`config.mk`:
```
export PLATFORM = sky130hd
export DESIGN_NAME = fc_neuron_mac_flat
export DESIGN_NICKNAME = d
export VERILOG_FILES = /design/src/rtl/fc_neuron_mac_if.sv /design/src/rtl/fc_neuron_mac.sv /design/src/flat_wrapper.sv
export SDC_FILE = /design/constraint.sdc
export NUM_CORES = 2
export LEC_CHECK = 0
export CORE_MARGIN = 4
export CORE_UTILIZATION = 60
export DETAILED_ROUTE_END_ITERATION = 8
export PLACE_DENSITY = 0.78
export SLEW_MARGIN = 20
export SYNTH_ARGS = -nofsm -noshare
export SYNTH_HDL_FRONTEND = slang
export SYNTH_SLANG_ARGS = --single-unit
export TNS_END_PERCENT = 10
```
`constraint.sdc`:
```
create_clock -name clk -period 4.9 [get_ports clk]
set_input_delay 0.98 -clock clk [delete_from_list [all_inputs] [get_ports clk]]
set_output_delay 0.98 -clock clk [all_outputs]
set_load 0.03 [all_outputs]
```
`src/rtl/fc_neuron_mac_if.sv`:
```
// Bus bundle for fc_neuron_mac: the shared weight/pixel ROM read port and
// the valid/ready result port toward the next layer.
interface fc_neuron_mac_if #(
    parameter int IDX_W = 12
);
    logic [IDX_W-1:0] rom_index;
    logic [31:0]      w_data;
    logic [31:0]      px_data;
    logic             out_valid;
    logic             out_ready;
    logic [31:0]      result;

    modport master (
        output rom_index,
        input  w_data,
        input  px_data,
        output out_valid,
        input  out_ready,
        output result
    );

    modport slave (
        input  rom_index,
        output w_data,
        output px_data,
        input  out_valid,
        output out_ready,
        input  result
    );
endinterface

```
`src/rtl/fc_neuron_mac.sv`:
```
// Q16.16 multiply-accumulate engine for one fully-connected neuron.
// Define FC_RELU_EN to clamp negative results to zero (hidden-layer neurons).
module fc_neuron_mac #(
    parameter int N_INPUTS  = 784,
    parameter int IDX_W     = 12,
    parameter int FRAC_BITS = 16
) (
    input  logic        clk,
    input  logic        rst_n,
    input  logic        start,
    input  logic [31:0] bias,
    output logic        busy,
    fc_neuron_mac_if.master bus
);

    localparam logic [1:0] ST_IDLE  = 2'd0;
    localparam logic [1:0] ST_ACCUM = 2'd1;
    localparam logic [1:0] ST_DONE  = 2'd2;

    localparam logic [IDX_W-1:0]  LAST_IDX = IDX_W'(N_INPUTS - 1);
    localparam logic signed [63:0] MAX_V   = 64'sh0000_0000_7FFF_FFFF;
    localparam logic signed [63:0] MIN_V   = 64'shFFFF_FFFF_8000_0000;

    logic [1:0]          state;
    logic                armed;
    logic [IDX_W-1:0]    cnt;
    logic signed [63:0]  acc;
    logic [31:0]         result_q;

    logic signed [31:0]  w_s;
    logic signed [31:0]  px_s;
    logic signed [63:0]  prod;
    logic signed [63:0]  term;
    logic signed [63:0]  sum;
    logic [31:0]         sat;

    assign w_s  = bus.w_data;
    assign px_s = bus.px_data;

    // Low 64 bits of a product do not depend on signedness once both
    // operands are sign-extended to the full width.
    assign prod = {{32{w_s[31]}}, w_s} * {{32{px_s[31]}}, px_s};
    assign term = prod >>> FRAC_BITS;
    assign sum  = acc + term;

    always_comb begin
        sat = sum[31:0];
        if (sum > MAX_V)
            sat = 32'h7FFF_FFFF;
        else if (sum < MIN_V)
            sat = 32'h8000_0000;
`ifdef FC_RELU_EN
        if (sat[31])
            sat = 32'h0000_0000;
`else
        sat = sat;
`endif
    end

    // An accepted start first arms the engine and loads bias; the next edge
    // enters ACCUM, which gives one result per N_INPUTS+3 cycles back to back.
    always_ff @(posedge clk or negedge rst_n) begin
        if (!rst_n) begin
            state    <= ST_IDLE;
            armed    <= 1'b0;
            cnt      <= '0;
            acc      <= '0;
            result_q <= '0;
        end else begin
            case (state)
                ST_IDLE: begin
                    if (armed) begin
                        state <= ST_ACCUM;
                        armed <= 1'b0;
                    end else if (start) begin
                        armed <= 1'b1;
                        cnt   <= '0;
                        acc   <= {{32{bias[31]}}, bias};
                    end
                end
                ST_ACCUM: begin
                    acc <= sum;
                    if (cnt == LAST_IDX) begin
                        result_q <= sat;
                        state    <= ST_DONE;
                    end else begin
                        cnt <= cnt + IDX_W'(1);
                    end
                end
                ST_DONE: begin
                    if (bus.out_ready)
                        state <= ST_IDLE;
                end
                default: begin
                    state <= ST_IDLE;
                    armed <= 1'b0;
                end
            endcase
        end
    end

    assign bus.rom_index = cnt;
    assign bus.result    = result_q;
    assign bus.out_valid = (state == ST_DONE);
    assign busy          = (state == ST_ACCUM) || (state == ST_DONE);

endmodule

```
`src/flat_wrapper.sv`:
```
// flat-port wrapper written by rule: the top's interface ports become plain ports
module fc_neuron_mac_flat 
#(
    parameter int N_INPUTS  = 784,
    parameter int IDX_W     = 12,
    parameter int FRAC_BITS = 16
)
  (clk, rst_n, start, bias, busy, bus_rom_index, bus_w_data, bus_px_data, bus_out_valid, bus_out_ready, bus_result);
  fc_neuron_mac_if #(.IDX_W(IDX_W)) bus_i ();
  input  logic clk;
  input  logic rst_n;
  input  logic start;
  input  logic [31:0] bias;
  output logic busy;
  output wire logic [$bits(bus_i.rom_index)-1:0] bus_rom_index;
  input wire logic [$bits(bus_i.w_data)-1:0] bus_w_data;
  input wire logic [$bits(bus_i.px_data)-1:0] bus_px_data;
  output wire logic [$bits(bus_i.out_valid)-1:0] bus_out_valid;
  input wire logic [$bits(bus_i.out_ready)-1:0] bus_out_ready;
  output wire logic [$bits(bus_i.result)-1:0] bus_result;
  assign bus_rom_index = bus_i.rom_index;
  assign bus_i.w_data = bus_w_data;
  assign bus_i.px_data = bus_px_data;
  assign bus_out_valid = bus_i.out_valid;
  assign bus_i.out_ready = bus_out_ready;
  assign bus_result = bus_i.result;
  fc_neuron_mac #(.N_INPUTS(N_INPUTS), .IDX_W(IDX_W), .FRAC_BITS(FRAC_BITS)) u_core (.clk(clk), .rst_n(rst_n), .start(start), .bias(bias), .busy(busy), .bus(bus_i));
endmodule
```
==> results <==
- The net count of the mapped netlist is a little over 6000.
- Across all register-to-register paths, the minimum setup slack is between 0.1 and 0.15 ns.
- The height of the die is between 200 and 300 um.
- The maximum fanout count along the critical path is 11.
- The register bit count reported by yosys is 111.
- During synthesis, Yosys emitted a total of 0 warnings.
- The remaining number of nets flagged by the antenna check after routing is 0.
- The placed instances occupy a cell area of a little over 0.05 mm^2.
- The number of remaining DRC errors is 0.
- Setup violations remaining at the end of the flow were counted as 96.
- From synthesis to final layout, the design area changed by 26.7%.
- Dividing the detail-routed wire length by the instance count gives between 20 and 25 um.
- The count of vias placed by the detailed router is ~39000.
- For this run, the leading register cell type out of synthesis is dfrtp_1.
- At the pin with the least slew margin, the transition time is between 0.8 and 0.9 ns.
- The most area-hungry cell type in the Yosys netlist is fa_1.
- Dividing the detail-routed via count by the number of cells gives ~6.1.
- The total I/O pin count is between 100 and 150.
- The core region area is around 0.073 mm^2.
- The synthesized area is 0.0442 mm^2.
- By area the synthesized netlist is led by fa_1 (49%), inv_1 (8.5%), and2_1 (7.4%).
- The fraction of layout cells with a size suffix above 1 is 24.9%.
- Across the routed clock network, the largest skew measured is 0.0134 ns.
- The number of flops mapped to enable cells by yosys is 0.
- The worst max-slew margin expressed relative to the limit is between 40% and 50%.
- Setup total negative slack on the finished layout was measured at -590.25 ns.
- The number of global-route vias before repair is roughly 42000.
- The run finished, with violations left.
- The sum of net half-perimeters after detailed placement is slightly above 100000 um.
- The number of design-rule violations left by the first detailed-router iteration is 4000.
- The final count of hold timing violations was 0.
- For the worst setup path, the data required time is between 5 and 6 ns.
- The number of hold buffers added after CTS was 0.
- After synthesis, the share of flip-flops with an asynchronous set or reset is 100%.
- The source of the critical timing path is bus_px_data[9].
- At the placement stage, the worst setup path has a slack of -7.81 ns.
- The setup slack after layout is -7.46 ns.
- The count of pins over their slew limit is 0.
- Clock tree synthesis found a total of about 110 sinks.
- Entering global routing, the biggest net connects 89 pins.
- The count of maximum capacitance violations is 0.
- The hold path startpoint is u_core.acc[33].
- On the final layout, the worst hold slack is 0.495 ns.
- The top-area cell type share of the netlist area is ~49%.
- The category of the most critical setup path is in -> reg.
- The first global-routing pass estimated between 200000 and 250000 um of wire.
- The synthesized area per cell is between 9 and 10 um^2.
- The final wirelength is roughly 160000 um.
- Input and output buffers added on the ports amount to about 150.
- The cell at the slowest stage of the critical path is fa_2.
- The die covers 0.0780 mm^2.
- After layout, the minimum clock period comes to roughly 12 ns.
- The library cell used as clock root buffer is clkbuf_16.
- The total congestion overflow is 0.
- The combined global-route utilization of all metal layers is a little under two fifths.
- The min-delay analysis places its worst path in the category reg -> reg.
- The maximum number of buffers from clock root to sink is 2.
- The most numerous cell in the Yosys netlist is fa_1.
- Synthesis handed over a netlist of 4762 instances.
- In this run, CTS created clock tree buffers numbering 9.
- The commonest cells after synthesis are fa_1 (1082), inv_1 (997), nand2_1 (618).
- The checks that failed: negative setup slack.
- STA classifies the critical path endpoint as a flip-flop.
- The final critical-path share of the clock period is 252%.
- The worst setup path is launched from an input port.
- Measured along the x axis, the die boundary spans roughly 280 um.
- Row generation in the floorplan step produced slightly below 100 rows.
- Setup repair after global routing could not meet its margin everywhere.
- The clock tree synthesis step divided the H-tree into 3 levels.
- Derived from the worst setup path, the maximum achievable clock frequency is between 80 and 90 MHz.
- The first detailed-routing pass ran for 9 iterations.
- Routability-driven placement finished with a final weighted congestion of 0.978.
- The initial antenna violation count was 13.
- Data on the critical path arrives at its endpoint at approximately 13 ns.
- Clock-pin slew was measured on the worst setup and hold paths at around 0.09 ns.
- The worst-skew pair later-pin latency is ~0.38 ns.
- The CTS tree is yes.
- The final design instance area without fill is around 0.056 mm^2.
- The source of the worst register-to-register timing path is u_core.acc[0].
- The highest cell delay on the worst timing path is roughly 0.67 ns.
- The number of unique standard cell types used by synthesis is 92.
- The number of filler instances in the final layout is approximately 4500.
- The number of nets in the finished design is about 6900.
- For this configuration, the core starts out at a cell density of approximately 61%.
- Of the synthesized area, sequential elements account for ~6.3%.
[worst paths after layout]
kind,endpoint,cells after the start
max in group asynchronous,u_core.bus.rom_index[5],2
setup reg to reg,u_core.bus.result[11],18
setup / recovery,u_core.bus.result[11],41
hold reg to reg,u_core.acc[33],2
hold / removal,u_core.acc[33],2
min in group asynchronous,u_core.acc[45],1
[critical path, delay by kind of cell]
kind | cells | cell delay (ns)
adder cells (fa/ha/maj) | 10 | 4.92
AO/OA/AOI/OAI | 15 | 3.11
AND/OR/NAND/NOR | 7 | 2.24
buffers and inverters | 8 | 1.11
XOR/XNOR | 1 | 0.20
[cells in the final DEF, fill, tap and decap left out, types with 62 or more instances in the layout]
master	synthesis	layout
fa_1	1082	988
inv_1	997	944
buf_4	5	688
nand2_1	618	598
and2_1	525	468
ha_1	252	218
dfrtp_1	111	111
a21oi_1	156	99
nor2_1	101	95
fa_2	0	94
clkdlybuf4s50_1	0	80
o21ai_0	127	71
buf_12	0	62
[flip-flops by register name (all words and copies together) (netlist names)]
name and flops:
u_core.acc 64, u_core.armed 1, u_core.bus.result 32, u_core.bus.rom_index 12, u_core.state 2
[cells by family (layout without fill, tap and decap cells)]
logic type	count (synthesis)	in the layout	synth area share (%)
other	0	10	0
AOI/OAI and AO/OA	506	509	7.34
buffers and inverters	1253	1981	11.1
adders and majority gates	1334	1334	56.2
xor gates and xnor gates	124	124	2.53
muxes	31	31	0.705
DFF	111	111	6.29
and+or+nand+nor	1403	1403	15.8
[metal layers]
metal  GRT usage (%)  wire (um)
met1            43.8      50300
met2            61.6      74400
met3            6.98      20000
met4            24.1      16500
met5               0        103
[cell type report]
type                            count  area [um^2]  area share, %
Antenna cell                       10         25.0         0.0447
Clock buffer                        9          225          0.402
Clock inverter                      7         91.3          0.163
Inverter                          997         3750           6.70
Multi-Input combinational cell   3401        38700           69.1
Sequential cell                   111         2780           4.96
Tap cell                          959         1200           2.14
Timing Repair Buffer              968         9210           16.5
[what timing repair did]
action	4_1_cts	5_1_grt
pin swaps	166	201
gates cloned	31	9
setup endpoints to repair	96	96
buffers inserted	86	37
resized for setup	497	428
[through the flow]
step,utilization (%),std cells
after CTS,74.7,6409
after global placement,70.5,6277
after detailed placement,70.5,6277
final,76.7,6462
after floorplan,-,4762
after global routing,76.7,6455
Power is left out: the tool's default activity adds up to more than one toggle a clock period on the data nets, which glitch-free logic cannot reach.
